$ cat src/rtl/mem_arbiter.sv
// Two-port (fetch / data) arbiter in front of a single-port memory.
// Round-robin on ties, alignment/range faults answered without touching memory.
module mem_arbiter #(
  parameter int ADDR_W  = 10,
  parameter int MEM_LAT = 1
) (
  input  logic              clock,
  input  logic              reset,
  input  logic              if_req,
  input  logic [31:0]       if_addr,
  input  logic              d_req,
  input  logic [31:0]       d_addr,
  input  logic              d_we,
  input  logic [31:0]       d_wdata,
  output logic              if_ack,
  output logic              d_ack,
  output logic [31:0]       if_rdata,
  output logic [31:0]       d_rdata,
  output logic              if_err,
  output logic              d_err,
  output logic              mem_en,
  output logic              mem_we,
  output logic [ADDR_W-1:0] mem_addr,
  output logic [31:0]       mem_wdata,
  input  logic [31:0]       mem_rdata,
  output logic              busy
);

  typedef enum logic [1:0] {IDLE, ISSUE, WAIT, RESP} state_t;

  state_t      state;
  logic        gnt_d;
  logic        we_lat;
  logic        last_d;
  logic [2:0]  wait_cnt;

  logic        pick_d;
  logic [31:0] sel_addr;
  logic        sel_we;
  logic [31:0] sel_wdata;
  logic        sel_fault;

  // last_d = 0 means fetch was granted last, so data wins the next tie.
  always_comb begin
    pick_d    = d_req && (!if_req || !last_d);
    sel_addr  = pick_d ? d_addr : if_addr;
    sel_we    = pick_d && d_we;
    sel_wdata = pick_d ? d_wdata : 32'h0;
    sel_fault = (sel_addr[1:0] != 2'b00) || (sel_addr[31:ADDR_W+2] != '0);
  end

  always_ff @(posedge clock) begin
    if (reset) begin
      state     <= IDLE;
      busy      <= 1'b0;
      gnt_d     <= 1'b0;
      we_lat    <= 1'b0;
      last_d    <= 1'b0;
      wait_cnt  <= 3'd0;
      mem_en    <= 1'b0;
      mem_we    <= 1'b0;
      mem_addr  <= '0;
      mem_wdata <= 32'h0;
      if_ack    <= 1'b0;
      d_ack     <= 1'b0;
      if_err    <= 1'b0;
      d_err     <= 1'b0;
      if_rdata  <= 32'h0;
      d_rdata   <= 32'h0;
    end else begin
      mem_en   <= 1'b0;
      mem_we   <= 1'b0;
      if_ack   <= 1'b0;
      d_ack    <= 1'b0;
      if_err   <= 1'b0;
      d_err    <= 1'b0;
      if_rdata <= 32'h0;
      d_rdata  <= 32'h0;
      case (state)
        IDLE: begin
          if (if_req || d_req) begin
            gnt_d  <= pick_d;
            last_d <= pick_d;
            we_lat <= sel_we;
            busy   <= 1'b1;
            if (sel_fault) begin
              state <= RESP;
              if (pick_d) begin
                d_ack <= 1'b1;
                d_err <= 1'b1;
              end else begin
                if_ack <= 1'b1;
                if_err <= 1'b1;
              end
            end else begin
              state     <= ISSUE;
              mem_en    <= 1'b1;
              mem_we    <= sel_we;
              mem_addr  <= sel_addr[ADDR_W+1:2];
              mem_wdata <= sel_wdata;
            end
          end
        end
        ISSUE: begin
          state    <= WAIT;
          wait_cnt <= 3'(MEM_LAT);
        end
        WAIT: begin
          // Memory word is valid during the last WAIT cycle; capture it at its end.
          if (wait_cnt <= 3'd1) begin
            wait_cnt <= 3'd0;
            state    <= RESP;
            if (gnt_d) begin
              d_ack   <= 1'b1;
              d_rdata <= we_lat ? 32'h0 : mem_rdata;
            end else begin
              if_ack   <= 1'b1;
              if_rdata <= mem_rdata;
            end
          end else begin
            wait_cnt <= wait_cnt - 3'd1;
          end
        end
        RESP: begin
          state <= IDLE;
          busy  <= 1'b0;
        end
        default: begin
          state <= IDLE;
          busy  <= 1'b0;
        end
      endcase
    end
  end

endmodule

$ cat config.mk
export PLATFORM = sky130hd
export DESIGN_NAME = mem_arbiter
export DESIGN_NICKNAME = d
export VERILOG_FILES = /design/src/rtl/mem_arbiter.sv
export SDC_FILE = /design/constraint.sdc
export NUM_CORES = 1
export LEC_CHECK = 0
export CAP_MARGIN = 20
export CORE_MARGIN = 2
export CORE_UTILIZATION = 41
export CTS_CLUSTER_SIZE = 8
export DETAILED_ROUTE_END_ITERATION = 8
export GPL_ROUTABILITY_DRIVEN = 0
export GPL_TIMING_DRIVEN = 0
export HOLD_SLACK_MARGIN = 0.03
export PLACE_DENSITY = 0.86
export SYNTH_ARGS = -nofsm -noshare
export SYNTH_HDL_FRONTEND = slang
export SYNTH_SLANG_ARGS = --single-unit
$ cat constraint.sdc
create_clock -name clock -period 4.6 [get_ports clock]
set_input_delay 0.46 -clock clock [delete_from_list [all_inputs] [get_ports clock]]
set_output_delay 0.46 -clock clock [all_outputs]
set_load 0.005 [all_outputs]
==> results.yml <==
sta:
  slew_headroom: 0.413
  period_share: 0.598
  finalSetupTns_ns: 0
  setup_viol: 0
  slew_viol_final: 0
  clock_skew_ns: 0.00962
  setup_ws_ns: 1.85
  max_freq_mhz: 364
  min_period_ns: 2.75
  worstMarginPinSlew_ns: 0.873
  hold_violations: 0
  grt_setup_unrepaired: "false"
logic_synthesis:
  syn-num-nets: 575
  yosys-top-cells-area: "dfxtp_1 57%, and2_1 9.5%, nand2b_1 5.0%"
  async_reset_ff_frac: 0
  synth_ff_type: "dfxtp_1"
  syn_area_per_cell_um2: 9.65
  synth_top_area_share: 0.570
  ys_types: 37
  ys_seq_elements: 120
  synth_edf_count: 0
  syn_area_um2: 4220
  syn_inst: 437
  synth_top_cell_by_area: "dfxtp_1"
  ys_seq_area_frac: 0.570
  yosys_warnings: 0
die:
  die_x_um: 105
  rows: 37
  start_util: 0.416
  dieArea_um2: 11100
  core_area_um2: 10100
  fp.dieH_um: 105
  ios: 246
placed_design:
  dpl_cell_area_um2: 6850
  portBuffers: 245
  dp_hpwl_um: 9860
  post-place-ws_ns: 1.38
drt:
  drc: 0
  via_per_inst: 4.71
  avgRoutedWirePerCell_um: 15.2
  postRouteAntennaNets: 0
  drtPass1Iterations: 5
  wirelength_um: 12900
  num_vias: 4007
  drt-initial-drc-count: 184
setup_path:
  crit_chain: "clkdlybuf4s50_1 > a21boi_1 > nand3b_1 > nor4_1 > clkbuf_1 > nand2_1 > o21ai_0"
  cp_max_fo: 10
  crit_family: "simple AND/OR/NAND/NOR gates"
  worstPathArrival_ns: 3.16
  critPathSlowestCell: "nor4_1"
  crit_buf_inv: 2
  rrSetupSlack_ns: 1.96
  cp_slowest_stage_delay_ns: 0.71
  cp-start-kind: "input port"
  critPathRequiredTime_ns: 5.01
  critical_path_class: "in2reg"
  crit_path_end_kind: "register"
cells_and_area:
  drive_above_1_share: 0.0700
  fill_cells: 737
  final_cell_mix: "245 x clkdlybuf4s50_1, 120 x dfxtp_1, 64 x and2_1"
  antenna_cells: 0
  finalNetCount: 840
  final_area_um2: 7370
  area_growth_pct: 74.8
  final_common_cell: "clkdlybuf4s50_1"
flow_run:
  maxCapViolCount: 0
clocking:
  clock_sinks: 120
  cts_tree: "done"
  path_clk_slew_ns: 0.06
  cts_max_level: 4
  cts_resized: 0
  cts-buffers-inserted: 17
  clkLatencyLatePin_ns: 0.50
  post_cts_buffers: 0
  cts-root-buf: "clkbuf_8"
  cts_max_path_buffers: 2
  ctsHoldBuffers: 0
power_and_ir_drop:
  power_density_nw_per_um2: 386
  peakVddDrop_v: 0.000304
  fin_total_pwr_mw: 2.85
  leakagePower_nw: 2.74
grt:
  overflow: 0
  grt_usage: 0.230
  grt_max_degree: 17
  grt_pass1_vias: 4094
  grt_pass1_wl_um: 20400
  antenna_found_initial: 0
worst_hold_path:
  hp-class: "reg2reg"
run_status:
  status: "finished, final reports clean"
-- flip-flops by register name, summed over array words and instances (netlist names) --
register / cells
state: 2
if_ack: 1
d_err: 1
wait_cnt: 3
busy: 1
mem_en: 1
d_ack: 1
last_d: 1
mem_addr: 10
mem_wdata: 32
mem_we: 1
if_rdata: 32
d_rdata: 32
if_err: 1
we_lat: 1
-- layout make-up --
type                       instances  area, um2  area share
buffer                            26        113      0.0153
inverter                          15       56.3     0.00763
timing repair buffer             246       2460       0.334
sequential                       120       2400       0.326
tap                              136        170      0.0231
multi-input combinational        276       1650       0.223
clock buffer                      18        428      0.0580
clock inverter                    13       95.1      0.0129
-- worst reg2reg max path: cells and delay by family, from the launching register on --
family / cells / cell delay [ns]
buffers and inverters: 2 / 0.57
DFF: 1 / 0.29
AOI/OAI and AO/OA: 2 / 0.67
and+or+nand+nor: 3 / 1.03
-- power breakdown --
part / internal (mW) / total (mW) / leakage, nW / switching, mW
clock network: 0.677 / 1.16 / 0.254 / 0.481
registers: 1.12 / 1.15 / 0.970 / 0.0330
logic: 0.303 / 0.540 / 1.52 / 0.238
total: 2.10 / 2.85 / 2.74 / 0.752
-- cell usage after synthesis (all sizes together), types with 5 or more instances --
library cell,number
inv,15
dfxtp,120
nor4,10
nor2,14
buf,5
and2,64
ha,5
clkbuf,21
a211oi,10
mux2i,10
a21oi,18
o21ai,35
nand2b,34
nand2,51
-- per-layer routing --
metal  track usage  up-vias  wire (um)
met2         0.403      169       6610
li1              -     1967          -
met3        0.0563       22        818
met5             0        -          0
met1         0.274     1849       5200
met4        0.0829        0        270
-- cell families (layout without fill, tap and decap cells) --
kind of cell,after synthesis,after routing,synth area share
AND/OR/NAND/NOR,191,191,0.247
flip-flops,120,120,0.570
AO/OA/AOI/OAI,70,70,0.105
buffers and inverters,41,318,0.0400
multiplexers,10,10,0.0237
adder cells (fa/ha/maj),5,5,0.0148
-- path summary, 6_finish.rpt --
check	from	end	cells past startpoint
min reg2reg	mem_addr[2]	mem_addr[2]	2
max	d_req	mem_wdata[20]	7
min	mem_addr[2]	mem_addr[2]	2
max reg2reg	last_d	mem_wdata[20]	7
-- stage by stage --
step	utilization	std cells	hold slack, ns
2_1_floorplan	-	437	0.448
3_3_place_gp	0.675	818	0.443
3_5_place_dp	0.676	819	0.452
4_1_cts	0.727	850	0.465
5_1_grt	0.727	850	0.491
6_report	0.727	850	0.466
No activity file was read; power rests on OpenSTA's default activity.
